**config.mk**
```make
export PLATFORM = sky130hd
export DESIGN_NAME = fpu_io_register_bank_flat
export DESIGN_NICKNAME = d
export VERILOG_FILES = /design/src/rtl/fpu_io_register_bank_if.sv /design/src/rtl/fpu_io_register_bank.sv /design/src/flat_wrapper.sv
export SDC_FILE = /design/constraint.sdc
export NUM_CORES = 1
export LEC_CHECK = 0
export BUFFER_PORTS_ARGS = -buffer_cell sky130_fd_sc_hd__buf_2
export CORE_UTILIZATION = 30
export DETAILED_ROUTE_END_ITERATION = 10
export RECOVER_POWER = 100
export SYNTH_ARGS = -nofsm -noshare
export SYNTH_HDL_FRONTEND = slang
export SYNTH_SLANG_ARGS = --single-unit
```
**constraint.sdc**
```tcl
create_clock -name i_clk -period 3 [get_ports i_clk]
set_input_delay 0 -clock i_clk [delete_from_list [all_inputs] [get_ports i_clk]]
set_output_delay 0 -clock i_clk [all_outputs]
set_load 0.01 [all_outputs]
```
**src/rtl/fpu_io_register_bank_if.sv**
```systemverilog
// rtl/fpu_io_register_bank_if.sv - chip-select data port between the CPU data bus mux and the FPU register bank
interface fpu_io_register_bank_if #(
    parameter int ADDR_WIDTH = 2
);
    logic                  cs;
    logic [ADDR_WIDTH-1:0] data_m_addr;
    logic [15:0]           data_m_data_in;
    logic [1:0]            data_m_bytesel;
    logic                  data_m_wr_en;
    logic                  data_m_ack;
    logic [15:0]           data_m_data_out;

    modport master (
        output cs, data_m_addr, data_m_data_in, data_m_bytesel, data_m_wr_en,
        input  data_m_ack, data_m_data_out
    );

    modport slave (
        input  cs, data_m_addr, data_m_data_in, data_m_bytesel, data_m_wr_en,
        output data_m_ack, data_m_data_out
    );
endinterface

```
**src/rtl/fpu_io_register_bank.sv**
```systemverilog
// rtl/fpu_io_register_bank.sv - memory-mapped FPU I/O register bank with byte selects, W1C bits and hardware load/set
module fpu_io_register_bank #(
    parameter int                      NUM_REGS      = 4,
    parameter int                      ADDR_WIDTH    = 2,
    parameter logic [16*NUM_REGS-1:0]  RESET_VALUES  = {16'h0000, 16'hFFFF, 16'h0000, 16'h037F},
    parameter logic [16*NUM_REGS-1:0]  WRITABLE_MASK = {16'hFFFF, 16'hFFFF, 16'h0000, 16'h1F7F},
    parameter logic [16*NUM_REGS-1:0]  W1C_MASK      = {16'h0000, 16'h0000, 16'h00FF, 16'h0000}
) (
    input  logic                       i_clk,
    input  logic                       i_reset,
    fpu_io_register_bank_if.slave      bus,
    output logic [16*NUM_REGS-1:0]     o_reg_out,
    output logic [NUM_REGS-1:0]        o_reg_write,
    input  logic [NUM_REGS-1:0]        i_hw_load,
    input  logic [16*NUM_REGS-1:0]     i_hw_load_data,
    input  logic [16*NUM_REGS-1:0]     i_hw_set
);

    logic [15:0]         r_regs [NUM_REGS];
    logic                r_ack;
    logic [15:0]         r_data_out;
    logic [NUM_REGS-1:0] r_reg_write;

    logic [15:0]         w_next [NUM_REGS];
    logic [NUM_REGS-1:0] w_sel;
    logic [15:0]         w_rd_data;
    logic [15:0]         w_be;
    logic                w_start;
    logic                w_commit;

    // A new transaction is only accepted in the cycle after ack drops, giving one ack per two cycles under a held cs
    assign w_start  = bus.cs & ~r_ack;
    assign w_be     = {{8{bus.data_m_bytesel[1]}}, {8{bus.data_m_bytesel[0]}}};
    // An empty byte select or an unmapped address still gets an ack but never commits
    assign w_commit = w_start & bus.data_m_wr_en & (|w_sel) & (|bus.data_m_bytesel);

    // Address decode: one-hot select plus read mux; unmapped addresses leave both at zero
    always_comb begin
        w_sel     = '0;
        w_rd_data = 16'h0000;
        for (int i = 0; i < NUM_REGS; i++) begin
            if (bus.data_m_addr == ADDR_WIDTH'(i)) begin
                w_sel[i]  = 1'b1;
                w_rd_data = r_regs[i];
            end
        end
    end

    // Next value per register: hw_load beats software write beats hold, then hw_set is OR-ed on top
    always_comb begin
        for (int i = 0; i < NUM_REGS; i++) begin
            w_next[i] = r_regs[i];
            if (i_hw_load[i]) begin
                w_next[i] = i_hw_load_data[16*i +: 16];
            end else if (w_commit && w_sel[i]) begin
                // W1C bits are excluded from the plain writable set so a W1C bit never takes din directly
                w_next[i] = (r_regs[i]
                             & ~(W1C_MASK[16*i +: 16] & w_be & bus.data_m_data_in)
                             & ~(WRITABLE_MASK[16*i +: 16] & ~W1C_MASK[16*i +: 16] & w_be))
                          | (bus.data_m_data_in & WRITABLE_MASK[16*i +: 16] & ~W1C_MASK[16*i +: 16] & w_be);
            end
            w_next[i] = w_next[i] | i_hw_set[16*i +: 16];
        end
    end

    // Register file, handshake and read-data flops; reset discards anything presented in the same cycle
    always_ff @(posedge i_clk) begin
        if (i_reset) begin
            for (int i = 0; i < NUM_REGS; i++) begin
                r_regs[i] <= RESET_VALUES[16*i +: 16];
            end
            r_ack       <= 1'b0;
            r_data_out  <= 16'h0000;
            r_reg_write <= '0;
        end else begin
            for (int i = 0; i < NUM_REGS; i++) begin
                r_regs[i] <= w_next[i];
            end
            r_ack       <= w_start;
            r_reg_write <= w_commit ? w_sel : '0;
            if (w_start && !bus.data_m_wr_en) begin
                r_data_out <= w_rd_data;
            end
        end
    end

    // Flatten the register flops onto the packed output bus
    always_comb begin
        o_reg_out = '0;
        for (int i = 0; i < NUM_REGS; i++) begin
            o_reg_out[16*i +: 16] = r_regs[i];
        end
    end

    assign bus.data_m_ack      = r_ack;
    assign bus.data_m_data_out = r_data_out;
    assign o_reg_write         = r_reg_write;

endmodule
```
**src/flat_wrapper.sv**
```systemverilog
// flat-port wrapper written by rule: the top's interface ports become plain ports
module fpu_io_register_bank_flat 
#(
    parameter int                      NUM_REGS      = 4,
    parameter int                      ADDR_WIDTH    = 2,
    parameter logic [16*NUM_REGS-1:0]  RESET_VALUES  = {16'h0000, 16'hFFFF, 16'h0000, 16'h037F},
    parameter logic [16*NUM_REGS-1:0]  WRITABLE_MASK = {16'hFFFF, 16'hFFFF, 16'h0000, 16'h1F7F},
    parameter logic [16*NUM_REGS-1:0]  W1C_MASK      = {16'h0000, 16'h0000, 16'h00FF, 16'h0000}
)
  (i_clk, i_reset, o_reg_out, o_reg_write, i_hw_load, i_hw_load_data, i_hw_set, bus_cs, bus_data_m_addr, bus_data_m_data_in, bus_data_m_bytesel, bus_data_m_wr_en, bus_data_m_ack, bus_data_m_data_out);
  fpu_io_register_bank_if #(.ADDR_WIDTH(ADDR_WIDTH)) bus_i ();
  input  logic i_clk;
  input  logic i_reset;
  output logic [16*NUM_REGS-1:0] o_reg_out;
  output logic [NUM_REGS-1:0] o_reg_write;
  input  logic [NUM_REGS-1:0] i_hw_load;
  input  logic [16*NUM_REGS-1:0] i_hw_load_data;
  input  logic [16*NUM_REGS-1:0] i_hw_set;
  input wire logic [$bits(bus_i.cs)-1:0] bus_cs;
  input wire logic [$bits(bus_i.data_m_addr)-1:0] bus_data_m_addr;
  input wire logic [$bits(bus_i.data_m_data_in)-1:0] bus_data_m_data_in;
  input wire logic [$bits(bus_i.data_m_bytesel)-1:0] bus_data_m_bytesel;
  input wire logic [$bits(bus_i.data_m_wr_en)-1:0] bus_data_m_wr_en;
  output wire logic [$bits(bus_i.data_m_ack)-1:0] bus_data_m_ack;
  output wire logic [$bits(bus_i.data_m_data_out)-1:0] bus_data_m_data_out;
  assign bus_i.cs = bus_cs;
  assign bus_i.data_m_addr = bus_data_m_addr;
  assign bus_i.data_m_data_in = bus_data_m_data_in;
  assign bus_i.data_m_bytesel = bus_data_m_bytesel;
  assign bus_i.data_m_wr_en = bus_data_m_wr_en;
  assign bus_data_m_ack = bus_i.data_m_ack;
  assign bus_data_m_data_out = bus_i.data_m_data_out;
  fpu_io_register_bank #(.NUM_REGS(NUM_REGS), .ADDR_WIDTH(ADDR_WIDTH), .RESET_VALUES(RESET_VALUES), .WRITABLE_MASK(WRITABLE_MASK), .W1C_MASK(W1C_MASK)) u_core (.i_clk(i_clk), .i_reset(i_reset), .bus(bus_i), .o_reg_out(o_reg_out), .o_reg_write(o_reg_write), .i_hw_load(i_hw_load), .i_hw_load_data(i_hw_load_data), .i_hw_set(i_hw_set));
endmodule
```
==> run_results.csv, run 1 <==
group,metric,value,unit
setup_path,cp.depth,4,
drt,drt-vias-per-instance,5.32,
placement,gp_congestion,0.918,
global_routing,overflow,0,
synth,synth_warnings,0,
drt,wirelength_met1,8120,µm
drt,vias,5528,
clock_tree,cts_root_buffer,"clkbuf_16",
sta,finalSetupViolations,0,
drt,drt_wl_total,19200,µm
layout,drive_above_1_share,0.222,
setup_path,critPathMaxStageDelay,800,ps
placement,pre_cts_ws,1130,ps
global_routing,grt_pass1_wl,28700,µm
setup_path,reg2regPathDepth,4,
setup_path,cp_top_family,"simple AND/OR/NAND/NOR gates",
power_and_ir_drop,p_int,2.10,mW
global_routing,track_usage,0.252,
drt,antenna_left,0,
placement,place_area,5590,µm²
drt,routed.top_layer,"met4",
floorplanning,core.rowCount,43,
setup_path,path_cells,"nand4b_1, o21ai_0, a31oi_1, dlygate4sd3_1",
hold_path,hold_class,"in2reg",
synth,yosysSeqAreaShare,0.386,
setup_path,cp-start-kind,"register",
drt,wl_met3,1330,µm
floorplanning,die_h,123,µm
setup_path,r2r-end,"u_core.r_regs[0][12]",
setup_path,critPathLaunch,"u_core.bus.data_m_ack",
setup_path,crit_type,"reg2reg",
setup_path,timing.rr.start,"u_core.bus.data_m_ack",
synth,yosys-top-cells-count,"dfxtp_1 (85), nor2_1 (54), nand3_1 (47)",
sta,min_period,2520,ps
sta,tns,0,ps
power_and_ir_drop,power.density,405,nW/µm²
drt,dr.pass1.iters,5,
floorplanning,die_area,15200,µm²
setup_path,critPathCapture,"u_core.r_regs[0][12]",
synth,syn_avg_cell_area,8.84,µm²
global_routing,antenna_found_initial,0,
power_and_ir_drop,pwr-share-clk,0.340,
clock_tree,clkSinkCount,85,
synth,synth_area_leaders,"dfxtp_1 (39%), mux4_2 (8.2%), a31oi_1 (5.5%), nand3_1 (5.3%), nor2_1 (4.6%)",
sta,relSlewSlack,-0.00453,
sta,max_slew.worst_pin.slew,1510,ps
setup_path,endpoint_kind,"register",
sta,fin_ws,479,ps
synth,synth-seq-cells,85,
layout,fin_nets,1010,
synth,synth_area,4410,µm²
sta,max_freq,397,MHz
sta,skew,6.06,ps
clock_tree,clockBufferDepth,2,
clock_tree,cts_tree,"yes",
clock_tree,clock_latency,340,ps
outcome,violations,"max-capacitance violations, max-slew violations",
drt,post_drt_wl_per_cell,18.5,µm
power_and_ir_drop,p_leak,2.89,nW
sta,slew_viol_final,17,
setup_path,crit_path_top_delay_cell,"nand4b_1",
flow_run,max-cap-violations,1,
layout,antenna_cells,0,
clock_tree,post_cts_buffers,0,
global_routing,grt_max_degree,101,
synth,synth.most_common_cell,"dfxtp_1",
power_and_ir_drop,vdd_drop_max,0.000253,V
layout,syn2layout_area_growth,64.3,%
floorplanning,io_pins,241,
layout,design_area,7250,µm²
synth,synth_cell_types,32,
synth,synth_edf_count,0,
floorplanning,start_util,0.313,
floorplanning,fp.dieW,123,µm
drt,initialDrtViolationCount,405,
synth,synth.net_count,655,
outcome,status,"complete, but fails checks",
setup_path,worst_ep_required_time,3220,ps
floorplanning,coreArea,14100,µm²
setup_path,reg2reg_setup_slack,480,ps
sta,grt_setup_unrepaired,"no",
setup_path,cp.arrival,2740,ps
sta,finalHoldViolCount,0,
power_and_ir_drop,power.switching,0.830,mW
layout,final_util,0.514,
placement,io_buffers,240,
synth,synth_top_area_cell,"dfxtp_1",
synth,synth_cells,499,
setup_path,crit_buf_inv,1,
layout,fillers,1371,
synth,synth_top_cell_area_share,0.386,
synth,ys.flop_type,"dfxtp_1",
clock_tree,path_clk_slew,60,ps
clock_tree,cts_made_buffers,9,
synth,synthArstFlopShare,0,
setup_path,crit_path_max_fanout,21,
power_and_ir_drop,switching_share,0.283,
clock_tree,h-tree-depth,3,
drt,wl_met2,9190,µm
global_routing,grt_pass1_vias,5400,
drt,drc,0,
placement,hpwl,13300,µm
sta,fin_crit_sh,0.840,
power_and_ir_drop,seq_power_share,0.434,
power_and_ir_drop,p_comb_frac,0.227,
-- layer usage --
| metal | vias to the layer above | track usage |
|---|---|---|
| met1 | 2617 | 0.308 |
| li1 | 2619 | - |
| met2 | 243 | 0.415 |
| met5 | - | 0 |
| met3 | 49 | 0.0766 |
| met4 | 0 | 0.0919 |
-- logic make-up after synthesis --
family / share of synthesized area
compound gates: 0.216
buf+inv: 0.0587
flops: 0.386
mux: 0.0817
simple gates: 0.257
-- worst min path at each step --
stage,startpoint,to,slack [ps],cells after the start
3_5_place_dp,i_hw_set[26],u_core.r_regs[0][26],220,3
4_1_cts,bus_data_m_data_in[2],u_core.r_regs[0][2],0.4,3
5_1_grt,bus_data_m_data_in[2],u_core.r_regs[0][2],20,3
6_report,bus_data_m_data_in[6],u_core.r_regs[0][22],20,3
2_1_floorplan,i_hw_set[13],u_core.r_regs[0][13],130,2
3_3_place_gp,i_hw_set[28],u_core.r_regs[0][28],220,3
-- area by class of cell --
class                           count  area [µm²]  area share
Tap cell                          180         225      0.0311
Sequential cell                    85        1700       0.235
Timing Repair Buffer              392        2610       0.361
Clock buffer                       11         233      0.0321
Multi-Input combinational cell    366        2440       0.337
Clock inverter                      5        27.5     0.00380
-- power groups by stage --
stage               Sequential [mW]  Combinational (mW)  Clock, mW
floorplan                      1.29               0.250          0
finish                         1.27               0.665      0.996
global placement               1.29               0.513          0
global route                   1.28               0.720       1.07
detailed placement             1.29               0.522          0
CTS                            1.27               0.673       1.02
-- worst reg2reg max path: stages, from the launching register on --
cell	delay (ps)
dfxtp_1	390
nand4b_1	800
o21ai_0	500
a31oi_1	130
dlygate4sd3_1	580
-- cells in the final DEF, fill, tap and decap left out, types with 37 or more instances in the layout --
cell and n:
clkbuf_1 87, dlygate4sd3_1 150, nor2_1 54, a31oi_1 39, nand3_1 47, o21ai_0 40, dfxtp_1 85, nor3_1 37
buf_2 154
-- flip-flops by register name (all words and copies together), names as in the netlist --
| register | cells |
|---|---|
| u_core.bus.data_m_ack | 1 |
| u_core.r_regs | 64 |
| u_core.bus.data_m_data_out | 16 |
| u_core.o_reg_write | 4 |
-- timing repair --
item | CTS | global route
endpoints found under the hold margin | 65 | 0
gates resized for setup | 0 | 0
hold buffers | 150 | 0
-- through the flow --
step | power [mW] | hold slack, ps | std cells
floorplan | 1.54 | 126 | 499
global placement | 1.80 | 215 | 873
detailed placement | 1.81 | 224 | 873
CTS | 2.96 | 0.397 | 1039
global route | 3.07 | 24.7 | 1039
finish | 2.93 | 22.3 | 1039
Note: power is estimated with default switching activity, not from simulation.
==> run 2: changes to the inputs <==
==> constraint.sdc (replaced) <==
create_clock -name i_clk -period 2.2 [get_ports i_clk]
set_input_delay 0 -clock i_clk [delete_from_list [all_inputs] [get_ports i_clk]]
set_output_delay 0 -clock i_clk [all_outputs]
set_load 0.01 [all_outputs]
==> run_results.csv, run 2 (synthesized netlist as in run 1, its figures left out) <==
group,metric,value,unit
outcome,status,"finished clean",
drt,drt_wl_total,20100,µm
floorplanning,die_area,15200,µm²
flow_run,max-cap-violations,0,
sta,tns,0,ps
layout,final_common_cell,"buf_2",
placement,hpwl,13800,µm
layout,largest_reg_flops,64,
floorplanning,start_util,0.313,
drt,drt-vias-per-instance,5.49,
sta,relSlewSlack,0.216,
global_routing,track_usage,0.259,
global_routing,grt_max_degree,53,
setup_path,crit_type,"reg2reg",
layout,fin_nets,1012,
hold_path,hold_class,"in2reg",
layout,syn2layout_area_growth,65.5,%
clock_tree,clock_latency,340,ps
drt,antenna_left,0,
global_routing,grt_pass1_vias,5515,
clock_tree,h-tree-depth,3,
sta,slew_viol_final,0,
sta,finalSetupViolations,0,
setup_path,crit_path_top_delay_cell,"dlygate4sd3_1",
floorplanning,io_pins,241,
clock_tree,cts_root_buffer,"clkbuf_16",
sta,skew,7.95,ps
setup_path,cp.arrival,2280,ps
floorplanning,fp.dieW,123,µm
global_routing,overflow,0,
placement,io_buffers,240,
setup_path,critPathMaxStageDelay,560,ps
clock_tree,path_clk_slew,60,ps
sta,finalHoldViolCount,0,
setup_path,endpoint_kind,"register",
clock_tree,clockBufferDepth,2,
clock_tree,cts_made_buffers,9,
global_routing,antenna_found_initial,0,
power_and_ir_drop,p_leak,2.92,nW
drt,vias,5718,
setup_path,worst_ep_required_time,2430,ps
drt,drc,0,
sta,fin_crit_sh,0.935,
floorplanning,coreArea,14100,µm²
layout,drive_above_1_share,0.233,
placement,gp_congestion,0.898,
layout,antenna_cells,0,
setup_path,cp_top_family,"buffers and inverters",
floorplanning,die_h,123,µm
setup_path,path_cells,"nand4b_1, clkbuf_2, o21ai_0, a31oi_1, dlygate4sd3_1",
sta,max_freq,486,MHz
drt,dr.pass1.iters,5,
layout,final_cell_mix,"buf_2 (152), dlygate4sd3_1 (142), clkbuf_1 (88)",
layout,top_register,"u_core.r_regs",
drt,post_drt_wl_per_cell,19.3,µm
setup_path,crit_buf_inv,2,
sta,min_period,2060,ps
drt,initialDrtViolationCount,534,
layout,final_util,0.518,
sta,max_slew.worst_pin.slew,1180,ps
setup_path,crit_path_max_fanout,13,
setup_path,cp-start-kind,"register",
global_routing,grt_pass1_wl,29600,µm
sta,grt_setup_unrepaired,"no",
clock_tree,clkSinkCount,85,
clock_tree,cts_tree,"yes",
power_and_ir_drop,power.density,592,nW/µm²
power_and_ir_drop,vdd_drop_max,0.000342,V
floorplanning,core.rowCount,43,
## run 2: power breakdown
| group | internal, mW | switching (mW) | total [mW] |
|---|---|---|---|
| clock | 1.02 | 0.647 | 1.67 |
| sequential | 1.63 | 0.103 | 1.74 |
| combinational | 0.469 | 0.442 | 0.910 |
| total | 3.13 | 1.19 | 4.32 |
## run 2: layer usage
metal,wire (µm),track usage,part of all wire
met4,906,0.156,0.045
met1,8510,0.336,0.42
met5,0,0,0
met3,1380,0.0397,0.068
met2,9350,0.405,0.46
## run 2: repair_timing
item	CTS	global route
endpoints found under the hold margin	64	0
endpoints found under the setup margin	0	16
hold buffers	142	0
setup buffers	0	3
gates resized for setup	0	1
## run 2: path summary, 6_finish.rpt
kind / startpoint / to / slack [ps] / cells after the start
max: u_core.bus.data_m_ack / u_core.r_regs[0][63] / 140 / 5
min: bus_data_m_data_in[3] / u_core.r_regs[0][51] / 3 / 3
max reg2reg: u_core.bus.data_m_ack / u_core.r_regs[0][63] / 140 / 5
min reg2reg: u_core.bus.data_m_data_out[9] / u_core.bus.data_m_data_out[9] / 480 / 1
## run 2: final cells by class
class,instances,area [µm²]
Multi-Input combinational cell,366,2450
Tap cell,180,225
Fill cell,1383,6800
Sequential cell,85,1700
Clock buffer,10,239
Timing Repair Buffer,394,2600
Clock inverter,6,86.3
## run 2: stage by stage
step	setup WS [ps]	area [µm²]	power, mW	instances	hold WS (ps)
final	142	7300	4.32	1041	2.52
after CTS	87.9	7390	4.31	1038	0.303
after global placement	649	5650	2.47	880	216
after global routing	24.0	7300	4.47	1041	12.3
after floorplan	958	4410	2.11	499	126
after detailed placement	615	5650	2.49	880	224
## run 2: worst min-delay path, cell delays in order
cell	delay [ps]
buf_2	140
nand3_1	70
a31oi_1	80
